[src/rtl/ser_tx_arbiter.sv]
// ser_tx_arbiter: round-robin scheduler sharing one parallel-to-serial shifter.
// Each requester offers a word plus a bit count. One request is granted at a
// time and its lowest m bits are shifted out MSB-first on a single line.
//
// Ports:
//   clk_i           - clock, all logic on the rising edge
//   rst_i           - synchronous active-high reset
//   req_val_i       - per-requester request valid
//   req_data_i      - flattened words, requester k at [k*DATA_W +: DATA_W]
//   req_mod_i       - flattened bit counts, requester k at [k*MOD_W +: MOD_W]
//   req_ack_o       - one-hot combinational accept, high in the grant cycle
//   ser_data_o      - serial data, 0 while not shifting
//   ser_data_val_o  - serial data valid
//   ser_src_o       - index of the requester whose word is being shifted
//   busy_o          - high while a word is being shifted
module ser_tx_arbiter #(
  parameter int unsigned REQ_CNT = 4,
  parameter int unsigned DATA_W  = 16,
  parameter int unsigned MOD_W   = 5
) (
  input  logic                       clk_i,
  input  logic                       rst_i,
  input  logic [REQ_CNT-1:0]         req_val_i,
  input  logic [REQ_CNT*DATA_W-1:0]  req_data_i,
  input  logic [REQ_CNT*MOD_W-1:0]   req_mod_i,
  output logic [REQ_CNT-1:0]         req_ack_o,
  output logic                       ser_data_o,
  output logic                       ser_data_val_o,
  output logic [$clog2(REQ_CNT)-1:0] ser_src_o,
  output logic                       busy_o
);

  localparam int unsigned IDX_W    = $clog2(REQ_CNT);
  localparam int unsigned CNT_W    = $clog2(DATA_W + 1);
  localparam int unsigned MIN_BITS = 3;

  typedef enum logic {
    IDLE = 1'b0,
    WORK = 1'b1
  } state_t;

  state_t              state_q, state_d;
  logic [IDX_W-1:0]    ptr_q, ptr_d;
  logic [IDX_W-1:0]    src_q, src_d;
  logic [CNT_W-1:0]    cnt_q, cnt_d;
  logic [DATA_W-1:0]   sh_q, sh_d;

  logic                found;
  logic [IDX_W-1:0]    win;
  logic [IDX_W:0]      idx_sum;
  logic [DATA_W-1:0]   sel_data;
  logic [MOD_W-1:0]    sel_mod;
  logic [CNT_W-1:0]    eff_cnt;
  logic                window;
  logic                grant;

  // Round-robin search: first valid requester starting at ptr, wrapping.
  always_comb begin
    found   = 1'b0;
    win     = '0;
    idx_sum = '0;
    for (int i = 0; i < REQ_CNT; i++) begin
      idx_sum = {1'b0, ptr_q} + (IDX_W+1)'(i);
      if (idx_sum >= (IDX_W+1)'(REQ_CNT)) begin
        idx_sum = idx_sum - (IDX_W+1)'(REQ_CNT);
      end
      if (!found && req_val_i[idx_sum[IDX_W-1:0]]) begin
        found = 1'b1;
        win   = idx_sum[IDX_W-1:0];
      end
    end
  end

  // Winner's payload and clamped bit count.
  always_comb begin
    sel_data = req_data_i[win*DATA_W +: DATA_W];
    sel_mod  = req_mod_i[win*MOD_W +: MOD_W];
    if (32'(sel_mod) > DATA_W) begin
      eff_cnt = CNT_W'(DATA_W);
    end else begin
      eff_cnt = CNT_W'(sel_mod);
    end
  end

  // A new word may be accepted when idle or while the last bit is on the line.
  assign window = (state_q == IDLE) || (cnt_q == CNT_W'(1));
  assign grant  = window && found && !rst_i;

  // Next-state logic: shift while working, then overlay any grant.
  always_comb begin
    state_d = state_q;
    ptr_d   = ptr_q;
    src_d   = src_q;
    cnt_d   = cnt_q;
    sh_d    = sh_q;

    if (state_q == WORK) begin
      sh_d  = sh_q << 1;
      cnt_d = cnt_q - CNT_W'(1);
      if (cnt_q == CNT_W'(1)) begin
        state_d = IDLE;
        sh_d    = '0;
        cnt_d   = '0;
      end
    end

    if (grant) begin
      ptr_d = (win == IDX_W'(REQ_CNT - 1)) ? '0 : win + IDX_W'(1);
      if (32'(eff_cnt) >= MIN_BITS) begin
        // Left-align the lowest eff_cnt bits so the MSB leads.
        sh_d    = sel_data << (DATA_W - 32'(eff_cnt));
        cnt_d   = eff_cnt;
        src_d   = win;
        state_d = WORK;
      end else begin
        // Undersized: accepted and dropped.
        sh_d    = '0;
        cnt_d   = '0;
        state_d = IDLE;
      end
    end
  end

  // State and datapath registers.
  always_ff @(posedge clk_i) begin
    if (rst_i) begin
      state_q <= IDLE;
      ptr_q   <= '0;
      src_q   <= '0;
      cnt_q   <= '0;
      sh_q    <= '0;
    end else begin
      state_q <= state_d;
      ptr_q   <= ptr_d;
      src_q   <= src_d;
      cnt_q   <= cnt_d;
      sh_q    <= sh_d;
    end
  end

  assign req_ack_o      = grant ? (REQ_CNT'(1) << win) : '0;
  assign ser_data_val_o = (state_q == WORK);
  assign busy_o         = (state_q == WORK);
  assign ser_data_o     = (state_q == WORK) && sh_q[DATA_W-1];
  assign ser_src_o      = src_q;

endmodule

[config.mk]
export PLATFORM = sky130hd
export DESIGN_NAME = ser_tx_arbiter
export DESIGN_NICKNAME = d
export VERILOG_FILES = /design/src/rtl/ser_tx_arbiter.sv
export SDC_FILE = /design/constraint.sdc
export NUM_CORES = 1
export LEC_CHECK = 0
export ABC_AREA = 1
export CAP_MARGIN = 20
export CORE_MARGIN = 3
export CORE_UTILIZATION = 48
export CTS_CLUSTER_SIZE = 8
export DETAILED_ROUTE_END_ITERATION = 8
export HOLD_SLACK_MARGIN = 0.08
export PLACE_DENSITY = 0.82
export SYNTH_ARGS = -nofsm -noshare
export SYNTH_HDL_FRONTEND = slang
export SYNTH_SLANG_ARGS = --single-unit
[constraint.sdc]
create_clock -name clk_i -period 4.5 [get_ports clk_i]
set_clock_uncertainty 0.15 [all_clocks]
set_input_delay 0.675 -clock clk_i [delete_from_list [all_inputs] [get_ports clk_i]]
set_output_delay 0.675 -clock clk_i [all_outputs]
set_load 0.01 [all_outputs]
==> results of run 1 <==
[routing by layer]
metal  global-route usage [%]  up-vias
li1                         -     2045
met5                        0        -
met3                     3.03       27
met1                     29.5     1729
met4                     6.28        0
met2                     49.1      160
[synth_stat cells, drive strengths merged (3+ instances only)]
master	number
o21ai	21
buf	22
nand2	247
dfxtp	26
inv	49
nand3	113
nand4	3
ha	8
nor2	33
clkbuf	9
a21oi	36
nand3b	6
[critical path, stage by stage]
cell	delay, ns
clkdlybuf4s50_1	0.47
nand2_1	0.05
nand2_1	0.14
nand2_1	0.08
nand2_1	0.11
nor2_4	0.05
nand3_2	0.22
nand3_4	0.22
nand2_1	0.11
nand3_1	0.09
nand2_2	0.16
inv_2	0.09
a21oi_2	0.18
inv_1	0.06
ha_1	0.30
inv_1	0.33
nand3_1	0.12
o21ai_0	0.13
nand3_1	0.12
nand2_1	0.12
nand2_1	0.06
nand3_1	0.11
nand2_1	0.06
inv_1	0.06
[worst paths after layout]
kind,end,slack [ns],cells past startpoint
hold reg to reg,sh_q[0]$_SDFFE_PP0P_,0.32,2
setup / recovery,sh_q[14]$_SDFFE_PP0P_,0.44,24
setup reg to reg,sh_q[14]$_SDFFE_PP0P_,0.53,25
hold / removal,sh_q[0]$_SDFFE_PP0P_,0.32,2
[stage by stage]
step	setup WS (ns)	util, %	cell area [um2]
6_report	0.437	67.8	4180
5_1_grt	0.0175	67.8	4180
4_1_cts	0.485	67.8	4180
3_5_place_dp	0.249	66.6	4110
3_3_place_gp	0.331	66.6	4110
2_1_floorplan	1.12	-	3170
[state kept, by name (all words and copies together), names as in the netlist]
register	flops
busy_o	1
ser_src_o	2
sh_q	16
ptr_q	2
cnt_q	5
[kinds of logic (layout without fill, tap and decap cells)]
family	after synthesis	after routing	share of synthesized area, %
compound gates	64	64	11.2
simple gates	406	406	56.9
buf+inv	82	159	11.8
xor+xnor	2	2	0.553
fa+ha+maj	8	8	3.16
flops	26	26	16.4
[cell type report]
type,instances,area share [%]
repair buffers,104,24.6
clock inverters,1,0.719
multi-input cells,480,54.4
flip-flops and latches,26,12.5
inverters,51,4.58
clock buffers,3,0.988
well taps,75,2.25
==> results.toml, run 1 <==
[run_status]
status = "finished clean"

[global_route]
overflow = 0
grt_usage_pct = 25.6
grt_pass1_vias = 3800
grt_max_degree = 33
grt_pass1_wl_um = 16200
antenna_found_initial = 0

[cts]
clk_pin_slew_ns = 0.09
clockRootBuffer = "clkbuf_8"
cts_resized = 0
h-tree-depth = 1
clock_latency_ns = 0.28
cts.sinks = 26
cts_tree = "yes"
hold_buffers = 0
cts_setup_buffers = 0
cts_buffer_depth = 2
cts_buffers = 3

[die]
coreArea_mm2 = 0.00617
die_h_um = 87.2
rows = 28
chipWidth_um = 87.2
initial_core_util_pct = 51.4
ioPinCount = 99
die_area_mm2 = 0.00761

[cells_and_area]
final_cell_mix = "nand2_1, nand3_1, clkdlybuf4s50_1"
seqCellArea_um2 = 520
drive_above_1_share_pct = 6.17
multiInputGateArea_mm2 = 0.00227
layout_commonest_cell = "nand2_1"
area_growth_syn_to_layout_pct = 31.9
diodes = 0
nNetsFinal = 764
fillers = 590
stdcell_count = 740

[timing]
fin_setup_tns_ns = 0
fin_crit_ns = 4.06
rsz0062_at_grt = "no"
relSlewSlack_pct = 59.2
fmax_mhz = 246
drv_slew = 0
fin_crit_sh_pct = 90.3
tightest_slew_ns = 0.610
hold_ws_ns = 0.324
finalSetupViolCount = 0
timing_hold_violations_final = 0

[drt]
wl_met3_um = 509
ant_nets = 0
vias = 3961
dr.pass1.iters = 5
drc = 0
drtIter0Drc = 170
wl_met1_um = 3710
wl_met2_um = 4880
routedWlPerCell_um = 12.6
wl_um = 9320
top_layer = "met4"
viasPerCell = 5.35

[setup_path]
worstPathRequired_ns = 4.58
cp-end-kind = "flip-flop"
path_max_fanout = 16
arrival_ns = 4.14
critPathLaunchType = "input pin"
crit_type = "input pin to flip-flop"
startpoint = "req_val_i[0]"
reg2reg_from = "ptr_q[0]$_SDFFE_PP0P_"

[yosys]
synthTopCellsByArea = "nand2_1, nand3_1, dfxtp_1"
synth_edf_count = 0
async_reset_ff_share_pct = 0
synthCells = 588
synth_cell_types = 35
synth_top_area_cell = "nand2_1"
ys_warn_count = 0
synth.top_cell.area_share_pct = 27.6
syn-cell-area_mm2 = 0.00317
ys_ff_latch = 26
synth_nets = 686
synth_seq_area_share_pct = 16.4
syn_avg_cell_area_um2 = 5.39
synth_ff_type = "dfxtp_1"

[worst_hold_path]
min_path_type = "flip-flop to flip-flop"
min-delay-start = "sh_q[0]$_SDFFE_PP0P_"

[place]
gp_congestion = 0.896
port_buffers = 98
dp.cells = 736
dp_hpwl_um = 7330

[flow_run]
maxCapViolCount = 0
Power of run 1 is left out: the tool's default activity adds up to more than one toggle a clock period on the data nets, which glitch-free logic cannot reach.
==> inputs of run 2 (changes only) <==
--- a/config.mk
+++ b/config.mk
@@ -6,7 +6,7 @@
 export NUM_CORES = 1
 export LEC_CHECK = 0
 export ABC_AREA = 1
-export CAP_MARGIN = 20
+export CAP_MARGIN = 10
 export CORE_MARGIN = 3
 export CORE_UTILIZATION = 48
 export CTS_CLUSTER_SIZE = 8
==> results of run 2 <==
No change in the layout: final DEF, timing and power equal those of run 1.
Power of run 2 is left out for the same reason.
==> inputs of run 3 (changes only) <==
--- a/config.mk
+++ b/config.mk
@@ -7,12 +7,11 @@
 export LEC_CHECK = 0
 export ABC_AREA = 1
 export CAP_MARGIN = 10
-export CORE_MARGIN = 3
-export CORE_UTILIZATION = 48
+export CORE_UTILIZATION = 52
 export CTS_CLUSTER_SIZE = 8
 export DETAILED_ROUTE_END_ITERATION = 8
 export HOLD_SLACK_MARGIN = 0.08
-export PLACE_DENSITY = 0.82
+export PLACE_DENSITY = 0.88
 export SYNTH_ARGS = -nofsm -noshare
 export SYNTH_HDL_FRONTEND = slang
 export SYNTH_SLANG_ARGS = --single-unit
==> constraint.sdc (replaced) <==
create_clock -name clk_i -period 5.3 [get_ports clk_i]
set_clock_uncertainty 0.15 [all_clocks]
set_input_delay 0.795 -clock clk_i [delete_from_list [all_inputs] [get_ports clk_i]]
set_output_delay 0.795 -clock clk_i [all_outputs]
set_load 0.01 [all_outputs]
==> results.toml, run 3 (synthesis gave the netlist of run 1 again) <==
[run_status]
status = "finished clean"

[cts]
hold_buffers = 0
cts.sinks = 26
clock_latency_ns = 0.27
h-tree-depth = 1
clk_pin_slew_ns = 0.09
cts_tree = "yes"
cts_buffer_depth = 2
clockRootBuffer = "clkbuf_8"
cts_resized = 0
cts_buffers = 3
cts_setup_buffers = 0

[timing]
tightest_slew_ns = 0.613
fin_crit_ns = 4.65
fin_setup_tns_ns = 0
drv_slew = 0
rsz0062_at_grt = "no"
finalSetupViolCount = 0
fin_crit_sh_pct = 87.7
timing_hold_violations_final = 0
fmax_mhz = 215
relSlewSlack_pct = 59.0

[worst_hold_path]
worstHoldEndpoint = "sh_q[0]$_SDFFE_PP0P_"
min-delay-start = "sh_q[0]$_SDFFE_PP0P_"
hold_depth = 2
min_path_type = "flip-flop to flip-flop"

[cells_and_area]
area_growth_syn_to_layout_pct = 31.4
largest_reg_flops = 16
largestRegisters = "sh_q x16, cnt_q x5"
regMostFlops = "sh_q"
fillers = 530
final_cell_mix = "nand2_1, nand3_1, clkdlybuf4s50_1"
final_area_mm2 = 0.00416
nNetsFinal = 762
layout_commonest_cell = "nand2_1"
drive_above_1_share_pct = 5.88
multiInputGateArea_mm2 = 0.00227
seqCellArea_um2 = 520
fin_util_pct = 70.7
diodes = 0

[global_route]
grt_usage_pct = 29.9
antenna_found_initial = 0
overflow = 0
grt_pass1_wl_um = 15500
grt_pass1_vias = 3634
grt_max_degree = 31

[setup_path]
path_max_fanout = 25
rrSetupSlack_ns = 0.83
critPathLaunchType = "input pin"
arrival_ns = 3.70
r2r_end = "sh_q[10]$_SDFFE_PP0P_"
path_cells = "clkdlybuf4s50_1 -> inv_1 -> nand2_1 -> nand3_1 -> nand2_1 -> inv_1 -> nand3_2 -> nand3_4 -> buf_4 -> inv_1 -> ha_1 -> inv_1 -> nor2_1 -> clkdlybuf4s50_1"
critPathBufInv = 7
reg2reg_from = "ptr_q[0]$_SDFFE_PP0P_"
r2r_cells = 24
startpoint = "req_val_i[2]"
critical-path-top-delay-family = "buffers and inverters"
crit_slowest_cell = "clkdlybuf4s50_1"
cp-end-kind = "primary output"
crit_type = "input pin to primary output"
critPathMaxStageDelay_ns = 0.57
worstPathRequired_ns = 4.36
cpMostUsedCell = "inv_1"

[drt]
drtIter0Drc = 327
wl_um = 9340
viasPerCell = 5.47
dr.pass1.iters = 6
vias = 4036
drc = 0
routedWlPerCell_um = 12.7
ant_nets = 0

[place]
dp_hpwl_um = 7360
port_buffers = 98
gp_congestion = 0.886
dpl_cell_area_mm2 = 0.00409

[die]
die_h_um = 80.1
chipWidth_um = 80.1
coreArea_mm2 = 0.00589
initial_core_util_pct = 53.8
die_area_mm2 = 0.00641
rows = 28
ioPinCount = 99

[flow_run]
maxCapViolCount = 0
[run 3: changes by cell type in the layout (fill, tap and decap cells not counted), sizes merged]
cell	change
buf	-2
[run 3: worst reg2reg max path: stages, from the launching register on]
cell	delay, ns
dfxtp_1	0.55
inv_1	0.27
nand2_1	0.14
nand2_2	0.10
nand2_1	0.12
nand2_1	0.10
nor2_4	0.13
nand3_1	0.08
nand3_1	0.08
nand2_2	0.06
inv_2	0.32
nand3_1	0.16
nand2_2	0.17
inv_2	0.09
a21oi_2	0.19
inv_1	0.07
ha_1	0.55
inv_1	0.32
nand3_1	0.17
o21ai_0	0.13
and2_1	0.22
nand2_1	0.07
nand3_1	0.07
nand2_1	0.06
inv_1	0.03
[run 3: routing by layer]
layer	wire, um	vias to the layer above	GRT usage, %
met5	0	-	0
met4	238	0	8.75
met3	535	22	3.52
met2	4920	182	57.7
met1	3650	1791	33.8
li1	-	2041	-
[run 3: per-stage QoR]
step                std cells  hold WS [ns]  worst slack, ns
floorplan                 588         0.295             1.80
detailed placement        734         0.306            0.499
global route              738         0.340            0.292
CTS                       738         0.321            0.666
finish                    738         0.324            0.654
global placement          734         0.305            0.665
[run 3: area by class of cell]
cell class / instances / share of cell area [%]
timing repair buffer: 102 / 24.3
sequential: 26 / 12.5
clock buffer: 3 / 0.992
clock inverter: 1 / 0.721
tap: 75 / 2.25
inverter: 51 / 4.60
multi-input combinational: 480 / 54.6
[run 3: worst max path at each step]
stage	end	slack [ns]	cells past startpoint
final	req_ack_o[1]	0.65	14
after global routing	sh_q[12]$_SDFFE_PP0P_	0.29	24
after CTS	req_ack_o[1]	0.67	14
after floorplan	sh_q[15]$_SDFFE_PP0P_	1.80	23
after global placement	sh_q[10]$_SDFFE_PP0P_	0.67	24
after detailed placement	sh_q[10]$_SDFFE_PP0P_	0.50	23
Power of run 3 is left out for the same reason.
